===== config.mk =====
export PLATFORM = sky130hd
export DESIGN_NAME = hs_tx_param
export DESIGN_NICKNAME = d
export VERILOG_FILES = /design/src/rtl/hs_tx_param_pkg.sv /design/src/rtl/hs_tx_param_sync_chain.sv /design/src/rtl/hs_tx_param.sv
export SDC_FILE = /design/constraint.sdc
export NUM_CORES = 1
export LEC_CHECK = 0
export CAP_MARGIN = 15
export CELL_PAD_IN_SITES_DETAIL_PLACEMENT = 1
export CELL_PAD_IN_SITES_GLOBAL_PLACEMENT = 1
export CORE_MARGIN = 2
export CORE_UTILIZATION = 42
export CTS_CLUSTER_DIAMETER = 150
export CTS_CLUSTER_SIZE = 24
export DETAILED_ROUTE_END_ITERATION = 8
export MAX_ROUTING_LAYER = met4
export PLACE_DENSITY = 0.8
export SYNTH_ARGS = -nofsm -noshare
export SYNTH_HDL_FRONTEND = slang
export SYNTH_HIERARCHICAL = 1
export SYNTH_SLANG_ARGS = --single-unit

===== constraint.sdc =====
create_clock -name clk -period 2.4 [get_ports clk]
set_clock_uncertainty 0.2 [all_clocks]
set_input_delay 0.36 -clock clk [delete_from_list [all_inputs] [get_ports clk]]
set_output_delay 0.36 -clock clk [all_outputs]
set_load 0.01 [all_outputs]

===== src/rtl/hs_tx_param_pkg.sv =====
// Shared FSM state encoding and protocol-mode constants for the hs_tx_param
// bundled-data transmitter.
package hs_tx_param_pkg;

  typedef enum logic [1:0] {
    ST_IDLE     = 2'd0,
    ST_SETUP    = 2'd1,
    ST_WAIT_ACK = 2'd2,
    ST_WAIT_REL = 2'd3
  } state_e;

  localparam bit PROTO_4PH = 1'b1;
  localparam bit PROTO_2PH = 1'b0;

  localparam int unsigned MIN_SYNC_STAGES = 2;

endpackage


===== src/rtl/hs_tx_param_sync_chain.sv =====
// Multi-flop synchroniser for the asynchronous receiver acknowledge.
module hs_tx_param_sync_chain
  import hs_tx_param_pkg::*;
#(
  parameter int unsigned STAGES = 2
) (
  input  logic clk,
  input  logic reset,
  input  logic d_i,
  output logic q_o
);

  // Depths below the metastability minimum are raised to it.
  localparam int unsigned N = (STAGES < MIN_SYNC_STAGES) ? MIN_SYNC_STAGES : STAGES;

  logic [N-1:0] sync_q;

  always_ff @(posedge clk or posedge reset) begin
    if (reset) begin
      sync_q <= '0;
    end else begin
      sync_q <= {sync_q[N-2:0], d_i};
    end
  end

  assign q_o = sync_q[N-1];

endmodule


===== src/rtl/hs_tx_param.sv =====
// Bundled-data req/ack transmitter: local FIFO feeding a 4-phase or 2-phase
// handshake towards an asynchronous receiver.
module hs_tx_param
  import hs_tx_param_pkg::*;
#(
  parameter int unsigned DATA_W      = 8,
  parameter int unsigned SYNC_STAGES = 2,
  parameter bit          MODE_4PH    = 1'b1,
  parameter int unsigned FIFO_AW     = 2
) (
  input  logic                clk,
  input  logic                reset,
  input  logic                vi,
  input  logic [DATA_W-1:0]   sdata,
  output logic                rdy,
  input  logic                ack,
  output logic                req,
  output logic [DATA_W-1:0]   data,
  output logic                snt,
  output logic [FIFO_AW:0]    level
);

  localparam int unsigned      DEPTH    = 1 << FIFO_AW;
  localparam logic [FIFO_AW:0] FULL_LVL = (FIFO_AW+1)'(DEPTH);
  localparam bit               IS_4PH   = (MODE_4PH == PROTO_4PH);

  logic [DATA_W-1:0]  mem_q [DEPTH];
  logic [FIFO_AW-1:0] wr_ptr_q, wr_ptr_d;
  logic [FIFO_AW-1:0] rd_ptr_q, rd_ptr_d;
  logic [FIFO_AW:0]   level_q, level_d;

  state_e             state_q, state_d;
  logic               req_q, req_d;
  logic [DATA_W-1:0]  data_q, data_d;
  logic               snt_q, snt_d;

  logic               ack_s;
  logic               ack_d_q;
  logic               push;
  logic               pop;

  hs_tx_param_sync_chain #(
    .STAGES (SYNC_STAGES)
  ) u_ack_sync (
    .clk   (clk),
    .reset (reset),
    .d_i   (ack),
    .q_o   (ack_s)
  );

  assign rdy  = !reset && (level_q != FULL_LVL);
  assign push = vi && rdy;

  // FIFO storage carries no reset; only pointers and level define validity.
  always_ff @(posedge clk) begin
    if (push) begin
      mem_q[wr_ptr_q] <= sdata;
    end
  end

  always_comb begin
    wr_ptr_d = wr_ptr_q;
    rd_ptr_d = rd_ptr_q;
    level_d  = level_q;
    if (push) begin
      wr_ptr_d = wr_ptr_q + 1'b1;
    end
    if (pop) begin
      rd_ptr_d = rd_ptr_q + 1'b1;
    end
    if (push && !pop) begin
      level_d = level_q + 1'b1;
    end else if (pop && !push) begin
      level_d = level_q - 1'b1;
    end
  end

  // Handshake FSM; data is only reloaded on the IDLE->SETUP transition.
  always_comb begin
    state_d = state_q;
    req_d   = req_q;
    data_d  = data_q;
    pop     = 1'b0;
    snt_d   = IS_4PH ? (ack_s && !ack_d_q) : (ack_s ^ ack_d_q);
    case (state_q)
      ST_IDLE: begin
        if (level_q != '0) begin
          data_d  = mem_q[rd_ptr_q];
          pop     = 1'b1;
          state_d = ST_SETUP;
        end
      end
      ST_SETUP: begin
        req_d   = IS_4PH ? 1'b1 : ~req_q;
        state_d = ST_WAIT_ACK;
      end
      ST_WAIT_ACK: begin
        if (IS_4PH) begin
          if (ack_s) begin
            req_d   = 1'b0;
            state_d = ST_WAIT_REL;
          end
        end else if (ack_s == req_q) begin
          state_d = ST_IDLE;
        end
      end
      ST_WAIT_REL: begin
        if (!ack_s) begin
          state_d = ST_IDLE;
        end
      end
      default: state_d = ST_IDLE;
    endcase
  end

  always_ff @(posedge clk or posedge reset) begin
    if (reset) begin
      state_q  <= ST_IDLE;
      req_q    <= 1'b0;
      data_q   <= '0;
      snt_q    <= 1'b0;
      ack_d_q  <= 1'b0;
      wr_ptr_q <= '0;
      rd_ptr_q <= '0;
      level_q  <= '0;
    end else begin
      state_q  <= state_d;
      req_q    <= req_d;
      data_q   <= data_d;
      snt_q    <= snt_d;
      ack_d_q  <= ack_s;
      wr_ptr_q <= wr_ptr_d;
      rd_ptr_q <= rd_ptr_d;
      level_q  <= level_d;
    end
  end

  assign req   = req_q;
  assign data  = data_q;
  assign snt   = snt_q;
  assign level = level_q;

endmodule


==> run metrics <==
outcome complete, no violations; Final ANT Viol Nets 0; Leak between 0.001 and 0.0015 µW; worst slew pin tran between 0.5 and 0.6 ns; CTS tree built; ys flop type edfxtp_1; Worst Setup Start Kind primary input; total iterations of the first detailed-routing run 4; first-pass GRT wire length between 6 and 7 mm; Setup Buffers After CTS 0; crit path capture type primary output; DRC 0; Skew-Pair Late Insertion Delay around 0.30 ns; drt total wl around 3.9 mm; most common cell after layout, fill and taps aside edfxtp_1; Ports 26; final setup fails 0; Final min period around 2.3 ns; top sig layer met4; Synth warnings 6; crit-path max FO 3; DRT iter0 DRCs 33; IO Port Bufs 25; area grow syn2layout 21.7%; All-Layer GR Usage 0.155; sequential fraction of the synthesis area 0.691; Synth Register Bits between 50 and 60; Total Power 3050 µW; Max VDD drop 518 µV; H-tree depth 2; initial antenna violation count 0; WL met3 approximately 100 µm; Layout Nets ~180; Syn Std Cell Area 0.00219 mm²; largest net degree at the start of global routing 21; Final Max Slew Viols 0; DP HPWL 2.89 mm; via count ~1.1k; filler instances between 500 and 600; standard-cell row count 26; core footprint between 0.005 and 0.006 mm²; vias in the first global route around 1.3k; Root Buffer Master clkbuf_8; number of buffers created by CTS 5; CTS clk-pin slew, worst paths roughly 0.09 ns; WL per Instance around 17 µm; post-layout instance count excluding filler cells 230; max-cap check violation count 0; diodes inserted 0; Cell variety after synth 23; Avg Cell Area, Syn between 15 and 20 µm²; grt ovf 0; Max Buffers Root-to-Sink 2; fmax 0.433 GHz; CTS Hold Buffers Added 0; # resized after CTS 0; Final Hold Fails 0; Met2 Wirelength roughly 2.1 mm; PD cells ~1100 mW/mm²; fraction of layout cells with a size suffix above 1 0.244; die area approximately 0.0058 mm²; Post-Syn Instances ~120; via-per-instance ratio just under 5; WL met1 ~1.6 mm; Sink Count between 50 and 60; Die Y ~76 µm; Initial Utilization 0.431; Worst Path Arrival 1.75 ns; RSZ-0062 raised after global routing false; crit path kind in -> out; Worst Hold Class reg -> reg; slew margin rel. 0.608; Die X 76.2 µm; Post-Syn Nets ~140; Critical Path RT roughly 1.8 ns; Placer Congestion between 0.7 and 0.8; placed cells roughly 220; share of flip-flops with an asynchronous set or reset 0.407; commonest cells after routing, fill and taps aside 32 x edfxtp_1, 25 x clkdlybuf4s50_1, 21 x dfrtp_1, 11 x mux2_2, 10 x inv_1; period utilization 0.963; EDFF count, synth 32
-- per-stage QoR --
| stage | hold slack [ns] | cell area [µm²] | utilization | TNS (ns) | setup slack [ns] |
|---|---|---|---|---|---|
| final | 0.172 | 2660 | 0.525 | 0 | 0.0899 |
| after floorplan | -0.0988 | 2190 | - | 0 | 0.116 |
| after global routing | 0.182 | 2660 | 0.525 | 0 | 0.00132 |
| after detailed placement | 0.143 | 2580 | 0.508 | -0.106 | -0.0923 |
| after CTS | 0.165 | 2660 | 0.525 | 0 | 0.0857 |
| after global placement | 0.134 | 2580 | 0.508 | 0 | 0.0227 |
-- report_power, final --
part	total [µW]	switching [µW]	leakage [µW]	internal (µW)
clock network	490	281	0.0000456	208
logic	1110	442	0.000431	663
registers	1450	235	0.000546	1220
total	3050	959	0.00102	2090
-- critical path: stages --
cell,delay (ns)
clkdlybuf4s50_1,0.46
buf_4,0.17
a21oi_1,0.16
clkdlybuf4s50_1,0.60
-- Yosys cell counts (2+ instances only) --
cell / number / area share
nor2b_1: 2 / 0.0057
mux4_2: 8 / 0.082
and2_1: 4 / 0.011
ha_1: 9 / 0.051
dfrtp_1: 22 / 0.25
mux2_2: 11 / 0.057
nor2_1: 5 / 0.0086
xor2_1: 3 / 0.012
xnor2_1: 3 / 0.012
edfxtp_1: 32 / 0.44
inv_1: 10 / 0.017
-- path summary, 6_finish.rpt --
| path | cells past startpoint | endpoint | slack (ns) | from |
|---|---|---|---|---|
| worst max register to register | 9 | level[2] | 0.17 | state_q[0] |
| worst min register to register | 0 | u_ack_sync/sync_q[1] | 0.17 | u_ack_sync/sync_q[0] |
| max in group asynchronous | 4 | level[0] | 1.33 | reset |
| min in group asynchronous | 3 | u_ack_sync/sync_q[1] | 0.23 | reset |
| worst max-delay path | 4 | rdy | 0.09 | reset |
| worst min-delay path | 0 | u_ack_sync/sync_q[1] | 0.17 | u_ack_sync/sync_q[0] |
-- layer usage --
metal | vias to the layer above | GRT usage
li1 | 514 | -
met1 | 599 | 0.177
met2 | 20 | 0.272
met3 | 9 | 0.0367
met4 | 0 | 0.0509
met5 | - | -
-- cells by family after synthesis --
| logic type | share of synthesized area |
|---|---|
| compound gates | 0.0286 |
| buf+inv | 0.0274 |
| flops | 0.691 |
| simple gates | 0.0297 |
| xor+xnor | 0.0240 |
| fa+ha+maj | 0.0606 |
| mux | 0.139 |
-- state kept, by name, indices dropped and copies added, names as in the netlist --
| register | flops |
|---|---|
| req | 1 |
| snt | 1 |
| rd_ptr_q | 2 |
| data | 8 |
| level | 3 |
| mem_q | 32 |
| wr_ptr_q | 2 |
| ack_d_q | 1 |
| state_q | 2 |
| u_ack_sync/sync_q | 2 |
-- final cells by class --
cell class	count	area [µm²]	share of cell area
sequential	54	1510	0.568
multi-input combinational	54	622	0.233
timing repair buffer	34	318	0.119
tap	70	87.6	0.0329
clock buffer	6	72.6	0.0272
inverter	10	37.5	0.0141
clock inverter	2	13.8	0.00517
Note: power is estimated with default switching activity, not from simulation.
